===== config.mk =====
export PLATFORM = sky130hd
export DESIGN_NAME = uart_tx
export DESIGN_NICKNAME = d
export VERILOG_FILES = /design/src/rtl/uart_tx.sv
export SDC_FILE = /design/constraint.sdc
export NUM_CORES = 1
export LEC_CHECK = 0
export CELL_PAD_IN_SITES_DETAIL_PLACEMENT = 0
export CELL_PAD_IN_SITES_GLOBAL_PLACEMENT = 2
export CORE_MARGIN = 2
export CORE_UTILIZATION = 35
export DETAILED_ROUTE_END_ITERATION = 7
export GPL_ROUTABILITY_DRIVEN = 0
export PLACE_DENSITY_LB_ADDON = 0.12
export REMOVE_ABC_BUFFERS = 1
export SETUP_SLACK_MARGIN = 0.5
export SLEW_MARGIN = 5
export SYNTH_ARGS = -nofsm -noshare
export SYNTH_HDL_FRONTEND = slang
export SYNTH_SLANG_ARGS = --single-unit

===== constraint.sdc =====
create_clock -name clk -period 2.6 [get_ports clk]
set_clock_uncertainty 0.2 [all_clocks]
set_input_delay 0.52 -clock clk [delete_from_list [all_inputs] [get_ports clk]]
set_output_delay 0.52 -clock clk [all_outputs]
set_load 0.05 [all_outputs]

===== src/rtl/uart_tx.sv =====
// uart_tx: serial UART transmitter.
// Sends one DATA_BITS-wide word per accepted request on SerialDataOut as
// start bit, data LSB-first, optional parity bit, then 1 or 2 stop bits.
// Every bit lasts CLKS_PER_BIT clocks and all outputs are registered.
module uart_tx #(
    parameter int CLKS_PER_BIT = 434,
    parameter int DATA_BITS    = 8,
    parameter int PARITY_EN    = 0,
    parameter int PARITY_ODD   = 0,
    parameter int STOP_BITS    = 1
) (
    input  logic                 clk,
    input  logic                 reset,
    input  logic                 tx_start,
    input  logic [DATA_BITS-1:0] tx_data,
    output logic                 SerialDataOut,
    output logic                 tx_busy,
    output logic                 tx_done
);

    localparam int                BAUD_W    = (CLKS_PER_BIT > 2) ? $clog2(CLKS_PER_BIT) : 1;
    localparam logic [BAUD_W-1:0] BAUD_LAST = BAUD_W'(CLKS_PER_BIT - 1);
    localparam logic [3:0]        DATA_LAST = 4'(DATA_BITS - 1);
    localparam logic [3:0]        STOP_LAST = 4'(STOP_BITS - 1);
    localparam logic              PAR_INV   = (PARITY_ODD != 0);
    localparam bit                HAS_PAR   = (PARITY_EN != 0);

    typedef enum logic [2:0] {
        IDLE,
        START,
        DATA,
        PARITY,
        STOP
    } state_t;

    state_t                state;
    logic [BAUD_W-1:0]     baud_cnt;
    logic [3:0]            bit_cnt;     // data bit index in DATA, stop bit index in STOP
    logic [DATA_BITS-1:0]  shift_reg;   // bits still to send, next one in [0]
    logic                  parity_bit;
    logic                  baud_wrap;

    // Last clock of the current bit period.
    assign baud_wrap = (baud_cnt == BAUD_LAST);

    // Frame sequencer: baud timing, bit sequencing and registered line/status outputs.
    // NOTE: every register here is assigned with <= so all of them update from
    // the same pre-edge values; a blocking = would let later statements see
    // half-updated state and change behaviour with statement order.
    always_ff @(posedge clk) begin
        if (reset) begin
            // NOTE: shift_reg and parity_bit are deliberately left out of reset;
            // they are always loaded at request acceptance before being used, so
            // resetting them would only add reset fan-out to pure datapath flops.
            state         <= IDLE;
            baud_cnt      <= '0;
            bit_cnt       <= '0;
            SerialDataOut <= 1'b1;
            tx_busy       <= 1'b0;
            tx_done       <= 1'b0;
        end else begin
            tx_done  <= 1'b0;
            baud_cnt <= baud_wrap ? '0 : baud_cnt + 1'b1;

            case (state)
                IDLE: begin
                    SerialDataOut <= 1'b1;
                    tx_busy       <= 1'b0;
                    baud_cnt      <= '0;
                    bit_cnt       <= '0;
                    if (tx_start) begin
                        // The start bit goes out from this very edge, so the
                        // baud counter begins the start-bit period at 0 now.
                        shift_reg     <= tx_data;
                        parity_bit    <= (^tx_data) ^ PAR_INV;
                        SerialDataOut <= 1'b0;
                        tx_busy       <= 1'b1;
                        state         <= START;
                    end
                end

                START: begin
                    if (baud_wrap) begin
                        SerialDataOut <= shift_reg[0];
                        shift_reg     <= {1'b0, shift_reg[DATA_BITS-1:1]};
                        bit_cnt       <= '0;
                        state         <= DATA;
                    end
                end

                DATA: begin
                    if (baud_wrap) begin
                        if (bit_cnt == DATA_LAST) begin
                            bit_cnt <= '0;
                            if (HAS_PAR) begin
                                SerialDataOut <= parity_bit;
                                state         <= PARITY;
                            end else begin
                                SerialDataOut <= 1'b1;
                                state         <= STOP;
                            end
                        end else begin
                            SerialDataOut <= shift_reg[0];
                            shift_reg     <= {1'b0, shift_reg[DATA_BITS-1:1]};
                            bit_cnt       <= bit_cnt + 4'd1;
                        end
                    end
                end

                PARITY: begin
                    if (baud_wrap) begin
                        SerialDataOut <= 1'b1;
                        bit_cnt       <= '0;
                        state         <= STOP;
                    end
                end

                STOP: begin
                    if (baud_wrap) begin
                        if (bit_cnt == STOP_LAST) begin
                            // The cycle spent in IDLE with tx_done high is the
                            // earliest point a following request can be sampled.
                            tx_busy <= 1'b0;
                            tx_done <= 1'b1;
                            state   <= IDLE;
                        end else begin
                            bit_cnt <= bit_cnt + 4'd1;
                        end
                    end
                end

                default: begin
                    SerialDataOut <= 1'b1;
                    tx_busy       <= 1'b0;
                    state         <= IDLE;
                end
            endcase
        end
    end

endmodule


==> flow_summary_export.csv <==
group,metric,value,unit
status,status,"completed",
power_and_ir_drop,seqPwrFrac,50.5,%
worst_setup_path,cp.arrival,1.73,ns
die,dieHeight,65.4,um
clock_tree,numCtsBuffers,3,
power_and_ir_drop,p_clk_share,23.1,%
synth,yosysUniqueCellTypes,40,
worst_setup_path,cp-startpoint,"bit_cnt[0]",
power_and_ir_drop,power_density,666,nW/um2
layout,drive_gt1_share,15.0,%
timing,min_period_over_period,74.4,%
worst_setup_path,slowest_stage,"a311o_1",
synth,synth_seq_area_share,47.0,%
power_and_ir_drop,leakage,0.515,nW
worst_setup_path,worstSetupStartpointType,"flip-flop",
layout,final_cell_area,1560,um2
global_route,grt_antenna_before_repair,0,
layout,n_antenna_cell,0,
clock_tree,htreeDepth,1,
route,via_per_inst,4.78,
timing,setup_tns,0,ns
clock_tree,cts.clk_slew.worst_paths,0.10,ns
clock_tree,cts_root_buf,"clkbuf_8",
layout,synthToLayoutAreaGrowth,17.8,%
worst_setup_path,end_kind,"flip-flop",
layout,largest_register_ffs,9,
worst_setup_path,path_max_fanout,8,
route,dr.pass1.iters,4,
route,ant_nets,0,
global_route,grt_pass1_vias,964,
timing,finalSetupViolCount,0,
timing,final_hold_viol_count,0,
clock_tree,clock_latency,0.27,ns
global_route,grtUsageTotal,13.4,%
worst_setup_path,critical_path_class,"flip-flop to flip-flop",
layout,final_cell_mix,"18 x dfxtp_1, 16 x nor2_1, 10 x clkdlybuf4s50_1",
worst_setup_path,crit_path_max_incr_delay,0.39,ns
route,wl_per_cell,12.5,um
die,die-area,4280,um2
timing,tightest_slew,0.525,ns
die,start_util,36.4,%
die,die_x,65.4,um
route,vias,932,
worst_setup_path,worstReg2RegEnd,"shift_reg[2]",
route,drc,0,
route,drt_iter0_drc,51,
synth,yosysWarnings,0,
placed_design,hpwlAfterDp,1.91,mm
layout,seq_area,622,um2
power_and_ir_drop,ir_worst_vdd,0.243,mV
synth,synth_area,1320,um2
power_and_ir_drop,switchingPower,0.318,mW
synth,syn_inst,131,
placed_design,portBuffers,13,
timing,min_period,1.93,ns
timing,maxSlewViolCount,0,
layout,nFillCells,382,
worst_setup_path,r2r_start,"bit_cnt[0]",
clock_tree,post_cts_buffers,0,
synth,yosys.area_share.adder,3.79,%
synth,synth.ff_latch_count,27,
power_and_ir_drop,swShare,30.7,%
synth,muxShareOfSynthArea,6.72,%
die,boundaryPins,14,
clock_tree,cts_buffer_depth,2,
layout,layout_commonest_cell,"dfxtp_1",
clock_tree,cts_tree,"yes",
clock_tree,cts_sinks,27,
hold_path,hold_class,"flip-flop to flip-flop",
clock_tree,cts_hold_buf,0,
global_route,grt_pass1_wl,4.36,mm
worst_setup_path,endpoint,"shift_reg[2]",
power_and_ir_drop,power_frac_comb,26.4,%
worst_setup_path,reg2reg_slack,0.67,ns
layout,multiInputGateArea,654,um2
timing,max_freq,0.517,GHz
synth,synth_top_family_by_area,"simple AND/OR/NAND/NOR gates",
route,routed_wl,2.44,mm
worst_setup_path,cp.required,2.39,ns
run,drv_cap,0,
synth,synth-simple-area-share,21.1,%
power_and_ir_drop,intPower,0.719,mW
worst_setup_path,worstPathCellList,"ha_1, a311o_1, a21o_1, a21oi_1, buf_4",
synth,ys.flop_type,"dfxtp_1",
placed_design,post_dp_cell_area,1510,um2
global_route,grt-ovfl-total,0,
synth,syn_avg_cell_area,10.1,um2
worst_setup_path,ff2ff_path_depth,5,
synth,async_flop_share,0,%
synth,yosys.area_share.xor_xnor,5.30,%
timing,grt_setup_unrepaired,"false",
timing,slew_headroom,65.1,%
synth,synth_compound_area_share,12.6,%
die,row_count,22,
die,fp.coreArea,3630,um2
layout,fin_nets,163,
synth,synth_edf_count,8,
global_route,grt_max_degree,17,
## per-stage QoR
| step | total power [mW] | worst slack, ns | hold slack (ns) | util, % | instances |
|---|---|---|---|---|---|
| 5_1_grt | 1.11 | 0.551 | 0.325 | 42.8 | 195 |
| 2_1_floorplan | 0.727 | 0.472 | 0.245 | - | 127 |
| 4_1_cts | 1.05 | 0.536 | 0.300 | 42.8 | 195 |
| 3_3_place_gp | 0.811 | 0.461 | 0.263 | 41.6 | 191 |
| 6_report | 1.04 | 0.666 | 0.290 | 42.8 | 195 |
| 3_5_place_dp | 0.817 | 0.456 | 0.277 | 41.6 | 191 |
## cells in the mapped netlist, types with 2 or more instances
| cell | instances | share of area, % |
|---|---|---|
| or3_1 | 2 | 0.95 |
| a211oi_1 | 2 | 1.1 |
| nand3_1 | 8 | 3.0 |
| nor2_1 | 16 | 4.5 |
| xnor2_1 | 7 | 4.6 |
| nor2b_1 | 3 | 1.4 |
| o31ai_1 | 3 | 1.7 |
| inv_1 | 6 | 1.7 |
| dfxtp_1 | 19 | 29 |
| nand2_1 | 5 | 1.4 |
| nand2b_1 | 3 | 1.4 |
| ha_1 | 4 | 3.8 |
| buf_4 | 2 | 1.1 |
| edfxtp_1 | 8 | 18 |
| a21oi_1 | 6 | 2.3 |
| o21ai_0 | 2 | 0.76 |
| o21ai_1 | 2 | 0.76 |
| mux2_2 | 7 | 6.0 |
| nor2_2 | 2 | 0.95 |
| nor3_1 | 4 | 1.5 |
## worst min path at each step
stage,cells after the start,slack (ns),startpoint,to
6_report,1,0.29,baud_cnt[0],baud_cnt[0]
5_1_grt,2,0.33,tx_busy,tx_busy
4_1_cts,1,0.30,baud_cnt[0],baud_cnt[0]
3_5_place_dp,1,0.28,baud_cnt[0],baud_cnt[0]
3_3_place_gp,1,0.26,baud_cnt[0],baud_cnt[0]
2_1_floorplan,1,0.25,baud_cnt[0],baud_cnt[0]
## cell families after synthesis
kind of cell / Yosys count
mux: 8
compound gates: 23
buf+inv: 10
fa+ha+maj: 4
flops: 27
simple gates: 51
xor+xnor: 8
## power by group through the flow
stage / clock network (mW) / registers, mW / logic [mW]
global placement: 0 / 0.532 / 0.279
global route: 0.271 / 0.531 / 0.304
CTS: 0.252 / 0.524 / 0.278
floorplan: 0 / 0.553 / 0.174
detailed placement: 0 / 0.534 / 0.283
finish: 0.240 / 0.523 / 0.274
## worst max-delay path: cells and delay by family, from the launching register on
family / cells / cell delay (ns)
AOI/OAI and AO/OA: 3 / 0.71
DFF: 1 / 0.33
adders and majority gates: 1 / 0.22
buffers and inverters: 1 / 0.19
## area by class of cell
cell class | instances | area share (%)
timing repair buffer | 16 | 9.57
clock buffer | 3 | 2.65
multi-input combinational | 94 | 42.0
sequential | 27 | 40.0
tap | 48 | 3.86
inverter | 6 | 1.45
clock inverter | 1 | 0.482
## metal layers
layer  share of wire, %  routed length [um]  up-vias  GRT usage [%]
li1                   -                   -      495              -
met1                 48                1170      426           17.0
met2                 49                1190        7           22.4
met3                1.6                  38        4           2.05
met4                1.7                  41        0           6.25
met5                  0                   0        -              0
## what timing repair did
item / CTS / global route
gates cloned: 0 / 0
gates resized for setup: 3 / 1
pin swaps: 0 / 0
endpoints found under the setup margin: 3 / 8
Power figures use the tool's default switching activity.
